--- src/rtl/silencer_interpolator_phase_if.sv ---
// Stream bus between the phase step calculator, the silencer and the output stage.
// Carries one beat per transducer: target phase and step size in, interpolated
// phase and its index out. SETTLED exists only when SILENCER_SETTLED_STATUS_EN
// is defined.
interface silencer_interpolator_phase_if;
    logic        DIN_VALID;
    logic [7:0]  PHASE;
    logic [15:0] UPDATE_RATE;
    logic [7:0]  PHASE_OUT;
    logic        DOUT_VALID;
    logic [7:0]  IDX_OUT;
`ifdef SILENCER_SETTLED_STATUS_EN
    logic        SETTLED;

    modport master (
        output DIN_VALID, PHASE, UPDATE_RATE,
        input  PHASE_OUT, DOUT_VALID, IDX_OUT, SETTLED
    );
    modport slave (
        input  DIN_VALID, PHASE, UPDATE_RATE,
        output PHASE_OUT, DOUT_VALID, IDX_OUT, SETTLED
    );
`else
    modport master (
        output DIN_VALID, PHASE, UPDATE_RATE,
        input  PHASE_OUT, DOUT_VALID, IDX_OUT
    );
    modport slave (
        input  DIN_VALID, PHASE, UPDATE_RATE,
        output PHASE_OUT, DOUT_VALID, IDX_OUT
    );
`endif
endinterface

--- src/rtl/silencer_interpolator_phase.sv ---
// Silencer interpolator: moves each transducer's stored 8.8 phase toward its
// target along the shortest circular path by at most UPDATE_RATE per frame,
// snapping when the remaining distance fits in one step.
// Pipeline: S1 read/register, S2 circular difference, S3 update/write/output.
// Optional: SILENCER_SETTLED_STATUS_EN adds a per-frame SETTLED status output.
module silencer_interpolator_phase #(
    parameter int DEPTH = 249
) (
    input logic CLK,
    input logic RST,
    silencer_interpolator_phase_if.slave bus
);
    localparam logic [7:0] LAST_IDX = 8'(DEPTH - 1);

    typedef enum logic {IDLE, RUN} state_t;

    state_t      state_q, state_d;
    logic        idx_wrap;
    logic [7:0]  idx_q, idx_d;

    // Current phase storage; an entry not yet written since reset reads as zero.
    logic [15:0]      mem [DEPTH];
    logic [DEPTH-1:0] init_q;
    logic [15:0]      cur_rd;

    // vld_pipe_q[1] = S1 holds a beat, [2] = S2 holds a beat.
    logic [2:1]  vld_pipe_q;

    logic [7:0]  tgt1_q, idx1_q;
    logic [15:0] rate1_q, cur1_q;

    logic [7:0]  tgt2_q, idx2_q;
    logic [15:0] rate2_q, cur2_q, diff2_q;

    logic        pos3, snap3;
    logic [15:0] mag3, new_cur3;

    logic [7:0]  phase_out_q, idx_out_q;
    logic        dout_valid_q;

    // Frame tracking: state register.
    always_ff @(posedge CLK or posedge RST) begin
        if (RST) state_q <= IDLE;
        else     state_q <= state_d;
    end

    // Frame tracking: next state, a frame opens on its first beat and closes on index DEPTH-1.
    always_comb begin
        state_d = state_q;
        case (state_q)
            IDLE:    if (bus.DIN_VALID) state_d = RUN;
            RUN:     if (bus.DIN_VALID && idx_q == LAST_IDX) state_d = IDLE;
            default: state_d = IDLE;
        endcase
    end

    // Frame tracking: outputs, flag the beat that closes the frame so the index wraps.
    always_comb begin
        idx_wrap = 1'b0;
        if (state_q == RUN && bus.DIN_VALID && idx_q == LAST_IDX) idx_wrap = 1'b1;
    end

    // Input index advances only on valid beats.
    always_comb begin
        idx_d = idx_q;
        if (bus.DIN_VALID) idx_d = idx_wrap ? 8'd0 : idx_q + 8'd1;
    end

    // Input index register.
    always_ff @(posedge CLK or posedge RST) begin
        if (RST) idx_q <= 8'd0;
        else     idx_q <= idx_d;
    end

    assign cur_rd = init_q[idx_q] ? mem[idx_q] : 16'h0000;

    // S1 and S2: capture the beat with its current value, then form the circular difference.
    always_ff @(posedge CLK or posedge RST) begin
        if (RST) begin
            vld_pipe_q <= '0;
            tgt1_q     <= '0;
            idx1_q     <= '0;
            rate1_q    <= '0;
            cur1_q     <= '0;
            tgt2_q     <= '0;
            idx2_q     <= '0;
            rate2_q    <= '0;
            cur2_q     <= '0;
            diff2_q    <= '0;
        end else begin
            vld_pipe_q <= {vld_pipe_q[1], bus.DIN_VALID};
            tgt1_q     <= bus.PHASE;
            idx1_q     <= idx_q;
            rate1_q    <= bus.UPDATE_RATE;
            cur1_q     <= cur_rd;
            tgt2_q     <= tgt1_q;
            idx2_q     <= idx1_q;
            rate2_q    <= rate1_q;
            cur2_q     <= cur1_q;
            diff2_q    <= {tgt1_q, 8'h00} - cur1_q;
        end
    end

    // S3 update: snap when within one step, otherwise step toward target; half turn steps up.
    always_comb begin
        pos3     = ~diff2_q[15] | (diff2_q == 16'h8000);
        mag3     = pos3 ? diff2_q : (16'h0000 - diff2_q);
        snap3    = (diff2_q == 16'h0000) | (mag3 <= rate2_q);
        new_cur3 = cur2_q - rate2_q;
        if (snap3)     new_cur3 = {tgt2_q, 8'h00};
        else if (pos3) new_cur3 = cur2_q + rate2_q;
    end

    // S3 write-back into the phase store; DEPTH >= 4 keeps it clear of the S1 read.
    always_ff @(posedge CLK) begin
        if (vld_pipe_q[2]) mem[idx2_q] <= new_cur3;
    end

    // Written-since-reset flags; clearing them is what zeroes every current value on reset.
    always_ff @(posedge CLK or posedge RST) begin
        if (RST)                init_q         <= '0;
        else if (vld_pipe_q[2]) init_q[idx2_q] <= 1'b1;
    end

    // S3 output register.
    always_ff @(posedge CLK or posedge RST) begin
        if (RST) begin
            phase_out_q  <= 8'd0;
            idx_out_q    <= 8'd0;
            dout_valid_q <= 1'b0;
        end else begin
            dout_valid_q <= vld_pipe_q[2];
            if (vld_pipe_q[2]) begin
                phase_out_q <= new_cur3[15:8];
                idx_out_q   <= idx2_q;
            end
        end
    end

    assign bus.PHASE_OUT  = phase_out_q;
    assign bus.IDX_OUT    = idx_out_q;
    assign bus.DOUT_VALID = dout_valid_q;

`ifdef SILENCER_SETTLED_STATUS_EN
    logic acc_q, last_q, settled_q;

    // Accumulate "snapped" across the frame; publish one cycle after the last beat leaves.
    always_ff @(posedge CLK or posedge RST) begin
        if (RST) begin
            acc_q     <= 1'b0;
            last_q    <= 1'b0;
            settled_q <= 1'b0;
        end else begin
            if (vld_pipe_q[2]) acc_q <= (idx2_q == 8'd0) ? snap3 : (acc_q & snap3);
            last_q <= vld_pipe_q[2] && (idx2_q == LAST_IDX);
            if (last_q) settled_q <= acc_q;
        end
    end

    assign bus.SETTLED = settled_q;
`endif
endmodule

--- src/flat_wrapper.sv ---
// flat-port wrapper written by rule: the top's interface ports become plain ports
module silencer_interpolator_phase_flat 
#(
    parameter int DEPTH = 249
)
  (CLK, RST, bus_DIN_VALID, bus_PHASE, bus_UPDATE_RATE, bus_PHASE_OUT, bus_DOUT_VALID, bus_IDX_OUT);
  silencer_interpolator_phase_if bus_i ();
  input logic CLK;
  input logic RST;
  input wire logic [$bits(bus_i.DIN_VALID)-1:0] bus_DIN_VALID;
  input wire logic [$bits(bus_i.PHASE)-1:0] bus_PHASE;
  input wire logic [$bits(bus_i.UPDATE_RATE)-1:0] bus_UPDATE_RATE;
  output wire logic [$bits(bus_i.PHASE_OUT)-1:0] bus_PHASE_OUT;
  output wire logic [$bits(bus_i.DOUT_VALID)-1:0] bus_DOUT_VALID;
  output wire logic [$bits(bus_i.IDX_OUT)-1:0] bus_IDX_OUT;
  assign bus_i.DIN_VALID = bus_DIN_VALID;
  assign bus_i.PHASE = bus_PHASE;
  assign bus_i.UPDATE_RATE = bus_UPDATE_RATE;
  assign bus_PHASE_OUT = bus_i.PHASE_OUT;
  assign bus_DOUT_VALID = bus_i.DOUT_VALID;
  assign bus_IDX_OUT = bus_i.IDX_OUT;
  silencer_interpolator_phase #(.DEPTH(DEPTH)) u_core (.CLK(CLK), .RST(RST), .bus(bus_i));
endmodule
--- config.mk ---
export PLATFORM = sky130hd
export DESIGN_NAME = silencer_interpolator_phase_flat
export DESIGN_NICKNAME = d
export VERILOG_FILES = /design/src/rtl/silencer_interpolator_phase_if.sv /design/src/rtl/silencer_interpolator_phase.sv /design/src/flat_wrapper.sv
export SDC_FILE = /design/constraint.sdc
export NUM_CORES = 2
export LEC_CHECK = 0
export BUFFER_PORTS_ARGS = -buffer_cell sky130_fd_sc_hd__buf_2
export CORE_AREA = 8 8 603 605
export CTS_BUF_LIST = sky130_fd_sc_hd__clkbuf_8
export DETAILED_ROUTE_END_ITERATION = 8
export DIE_AREA = 0 0 611 613
export GPL_ROUTABILITY_DRIVEN = 0
export MAX_ROUTING_LAYER = met4
export SLEW_MARGIN = 20
export SYNTH_ARGS = -nofsm -noshare
export SYNTH_HDL_FRONTEND = slang
export SYNTH_SLANG_ARGS = --single-unit
--- constraint.sdc ---
create_clock -name CLK -period 17.13 [get_ports CLK]
set_input_delay 1.713 -clock CLK [delete_from_list [all_inputs] [get_ports CLK]]
set_output_delay 1.713 -clock CLK [all_outputs]
set_load 0.01 [all_outputs]
After elaboration in Yosys (flattened, before gate mapping)
Memories as Yosys holds them, arrays and structs flattened.
Cells that the tools add are included.
Cells by class
  magnitude comparators: 4
  bitwise operators: 5
  reductions and logical operators: 5
  add/subtract/negate cells: 5
  eq/ne operators: 2
  muxes and demuxes: 15
Operators with widths (number)
  249-bit OR: 1
  16-bit two-way mux: 4
  16-bit subtractor: 2
  8-bit by 9-bit less-than comparator with 1-bit output (second input constant): 2
  16-bit adder: 1
  16-bit equality test (second input constant): 1
  16-bit less-or-equal comparator: 1
  16-bit logical NOT: 1
  1-bit by 16-bit subtractor with 16-bit output (first input constant): 1
  8-bit by 1-bit adder with 8-bit output (second input constant): 1
  1-bit binary-select mux with 8-bit select: 1
  1-bit demux with 8-bit select: 1
  8-bit equality test (second input constant): 1
  8-bit by 1-bit greater-or-equal comparator with 1-bit output (second input constant): 1
  8-bit two-way mux: 1
  1-bit two-way mux: 7
  1-bit logical AND: 4
  1-bit NOT: 2
  1-bit OR: 2
  1-bit case mux with 2 select lines: 1
Storage, ports and cells
  memories: 1
  memory bits (writable): 3984
  logic and storage cells: 53
  bits in registers: 389
Memories
  u_core.mem: depth 249, width 16, rd ports 1, clocked after Yosys merged registers in 0, write ports 1, RTL line silencer_interpolator_phase.sv:22  | logic [15:0] mem [DEPTH];

Longest topological paths before layout
  depth after elaboration: 6
  gate-level depth with buffers: 20

Worst setup path before layout
Ideal clock, no wire load.
  path kind: register to register
  from: register u_core.diff2_q[3]
  to: memory u_core.mem[0][12], data pin
  arrival: 13.192 ns
  path slack: 1.806 ns
  stages on the path, launching flop included: 16
  library setup time: 2.133 ns
  cell sequence: dfrtp_1 or4_1 or4_1 buf_2 o21ai_0 clkbuf_1 nor2_1 xnor2_1 ha_1 nor2b_1 o21ai_0 a21o_1 a211oi_1 nor3_1 xor2_1 o21ai_0
On the way
  longest elaborated chain between the ends: 6
  elaborated cells on any way between the ends: 9
  those cells by class: 1 x add/sub; 1 x order compare; 1 x eq/ne; 3 x mux; 2 x bitwise; 1 x reduce/logical
RTL lines
  start: declaration: RTL line silencer_interpolator_phase.sv:33  | logic [15:0] rate2_q, cur2_q, diff2_q;
  start signal: assignment: RTL line silencer_interpolator_phase.sv:100  | diff2_q <= {tgt1_q, 8'h00} - cur1_q;
  branches (longest 5 deep; another with 1-bit by 16-bit subtractor with 16-bit output)
  16-bit two-way mux *: RTL line silencer_interpolator_phase.sv:110  | if (snap3) new_cur3 = {tgt2_q, 8'h00};
  net u_core.new_cur3[12]: RTL line silencer_interpolator_phase.sv:36  | logic [15:0] mag3, new_cur3;
  end: declaration: RTL line silencer_interpolator_phase.sv:22
Mark *: on every way through the listed nets, which the timed path passes.

Final worst setup path
  from: register u_core.diff2_q[3]
  to: memory u_core.mem[51][14], data pin
Same word-level chain as after synthesis.

==> impl_results.md <==
- Status: completed
- H-tree depth: 6
- Vias: 91400
- Met3 GRT Util: 6.28%
- Vias per inst: 6.40
- Sequential share of the synthesized area: 76.6%
- Post-DR wirelength/cell: 36.7 um
- Met2 usage: 42.7%
- Final setup TNS: 0 ns
- Primary FF master, synth: edfxtp_1
- Worst-path clk slew: 0.06 ns
- Synth cell types: 69
- Initial antenna violation count: 22
- Max Root-Sink Buffers: 4
- WP depth: 17
- RSZ-0062 raised after global routing: no
- Cts bufs inserted: 699
- CTS Sinks: 4372
- LEAKAGE: 64.0 nW
- Fin crit share: 45.5%
- Crit path cell chain: or4_1 -> or4_1 -> o21ai_0 -> buf_4 -> nor2_1 -> xor2_1 -> ha_1 -> nand4_1 -> or4_1 -> o31a_1 -> o31a_1 -> nor2_2 -> buf_4 -> nand2_1 -> nand3_4 -> buf_4 -> buf_4
- TritonRoute pass-1 iters: 8
- Layout cells sized above 1: 27.8%
- Syn Inst Count: 8298
- Die X: 611 um
- DRC: 0
- First-pass GRT wire length: 723 mm
- Pin count of the biggest net entering global routing: 218
- Die Y: 613 um
- Layout Skew: 0.0783 ns
- Number of global-route vias before repair: 90400
- I/O pin count: 44
- Worst Tran Pin Value: 1.25 ns
- Synth Net Count: 8369
- Crit Path Max Fanout: 104
- Slew HR: 16.1%
- Overall Global Routing Usage: 28.3%
- EDFF count, synth: 3984
- Met1 Use GR: 38.5%
- Crit path kind: reg -> reg
- CTS tree: done
- Crit-path max cell delay: 0.91 ns
- Area delta synth->final: 12.4%
- FFs w/ async S/R, synth: 8.87%
- Nature of the critical path endpoint: flop
- Most frequent CP cell: buf_4
- Placed cells: 13000
- Max Slew Vio Count: 0
- Seq cells post-synth: 4372
- Clk Latency, worst-skew pair: 1.26 ns
- PostCTS Resize Cnt: 0
- Final hold violations: 0
- PwrDens: 168 nW/um^2
- Worst Hold Class: reg -> reg
- Cell family with most CP delay: simple AND/OR/NAND/NOR gates
- Data arrival, critical path: 8.67 ns
- Filler instances: 27600
- Synth warn: 0
- Reg2reg path depth: 17
- Buf+Inv Stages, Crit Path: 4
- Num rows: 219
- FMAX: 128 MHz
- Routed wire length: 524 mm
- Element type at the critical path start: flop
- Die area: 375000 um^2
- Nets: 9030
- CP max stage cell: buf_4
- Global route overflow: 0
- Hold-fix buffers at CTS: 0
- Post-Syn Area: 169000 um^2
- PortBufs: 43
- Syn_area_per_cell: 20.3 um^2
- GR peak layer: met2
- Min Tclk post-route: 7.80 ns
- Critical Path RT: 18.00 ns
- Number of post-CTS setup repair buffers: 0
- Initial core utilization: 47.7%
- Final std cells w/o fill: 14300
- Max_cap viols: 0
- Final setup fails: 0
- Max VDD drop: 0.159 mV
- Hold path depth: 0
- DPL Wire Length: 298 mm
- Initial DRC count: 12700
- Clock root buffer master: clkbuf_8
- Final ANT Viol Nets: 0
- Core Area: 354000 um^2
-- flip-flops by register name (all words and copies together), names as in the netlist, 15 cells and up --
register / flops
u_core.cur1_q: 16
u_core.diff2_q: 15
u_core.rate1_q: 16
u_core.mem: 3984
u_core.cur2_q: 16
u_core.init_q: 249
u_core.rate2_q: 16
-- path summary, 6_finish.rpt --
check,startpoint,to,slack (ns)
setup reg to reg,u_core.diff2_q[3],u_core.mem[51][14],9.33
hold reg to reg,u_core.idx1_q[6],u_core.idx2_q[6],0.33
hold / removal,u_core.idx1_q[6],u_core.idx2_q[6],0.33
setup / recovery,u_core.diff2_q[3],u_core.mem[51][14],9.33
max in group asynchronous,RST,u_core.init_q[58],14.09
min in group asynchronous,RST,u_core.init_q[147],0.65
-- cells in the final DEF (no fill, tap or decap), types with 67 or more instances in the layout --
master	synthesis	layout
nor2_1	348	175
dfrtp_1	388	380
o221ai_1	75	75
clkinv_1	0	127
clkbuf_8	0	733
a21oi_1	166	166
o22ai_1	77	76
nand2_1	196	180
nor2_4	0	85
a221oi_1	68	67
inv_1	47	340
mux2i_1	475	475
mux4_2	869	869
a22oi_1	138	138
buf_4	89	358
nor2_2	0	88
edfxtp_1	3984	3984
or2_2	253	253
o21ai_0	107	99
-- cell type report --
class / instances / area [um^2] / area share [%]
Inverter: 47 / 195 / 0.103
Sequential cell: 4372 / 129000 / 68.2
Timing Repair Buffer: 428 / 3430 / 1.81
Clock buffer: 733 / 10100 / 5.32
Multi-Input combinational cell: 3411 / 38200 / 20.1
Antenna cell: 23 / 57.6 / 0.0303
Clock inverter: 519 / 2430 / 1.28
Tap cell: 4751 / 5940 / 3.13
-- synth_stat cells, types with 8 or more instances --
cell type  count  share of area [%]
a2111oi_0     20               0.10
a211o_1       11              0.057
a211oi_1      58               0.26
a21o_1        11              0.049
a21oi_1      166               0.49
a221o_1       10              0.059
a221oi_1      68               0.35
a22o_1        40               0.21
a22oi_1      138               0.61
a31oi_1       41               0.15
and3_1         9              0.033
buf_1         27              0.060
buf_2         91               0.27
buf_4         89               0.40
clkbuf_1     255               0.57
dfrtp_1      388                5.8
edfxtp_1    3984                 71
ha_1          43               0.32
inv_1         47               0.10
mux2_2        22               0.15
mux2i_1      475                2.8
mux4_2       869                 12
nand2_1      196               0.44
nand2b_1      14              0.052
nand3_1       67               0.20
nand4_1       16              0.059
nor2_1       348               0.77
nor2b_1       31               0.11
nor3_1        37               0.11
nor4_1        13              0.048
o211ai_1      13              0.058
o21ai_0      107               0.32
o221ai_1      75               0.39
o22ai_1       77               0.29
o311ai_0      11              0.057
or2_2        253               0.94
or3_1         13              0.048
or4_1          8              0.036
xnor2_1       38               0.20
xor2_1        15              0.078
-- cells by family (layout without fill, tap and decap cells) --
family / count (synthesis) / after routing / share of synthesized area, %
mux: 1368 / 1368 / 14.6
compound gates: 912 / 912 / 3.79
buf+inv: 515 / 1727 / 1.44
simple gates: 1034 / 1034 / 2.98
fa+ha+maj: 44 / 44 / 0.331
xor+xnor: 53 / 53 / 0.275
flops: 4372 / 4372 / 76.6
other cells: 0 / 23 / 0
-- where the power goes --
part           total, mW  internal (mW)  switching (mW)
combinational       9.37           2.35            7.02
sequential          14.3           14.0           0.321
clock               8.18           4.05            4.13
-- through the flow --
step	total power [mW]	hold slack, ns	worst slack, ns	util, %	area [um^2]
after floorplan	19.7	0.331	1.81	-	169000
after global placement	23.5	0.333	9.54	50.0	177000
after detailed placement	23.7	0.335	9.34	50.0	177000
after CTS	31.8	0.341	9.29	53.5	190000
after global routing	32.7	0.351	8.99	53.6	190000
final	31.9	0.327	9.33	53.6	190000
-- metal layers --
layer  wire length (um)  vias up
li1                   -    35600
met1             206000    49200
met2             244000     5533
met3              54800     1012
met4              20400        0
met5                  0        -
Note: power is estimated with default switching activity, not from simulation.
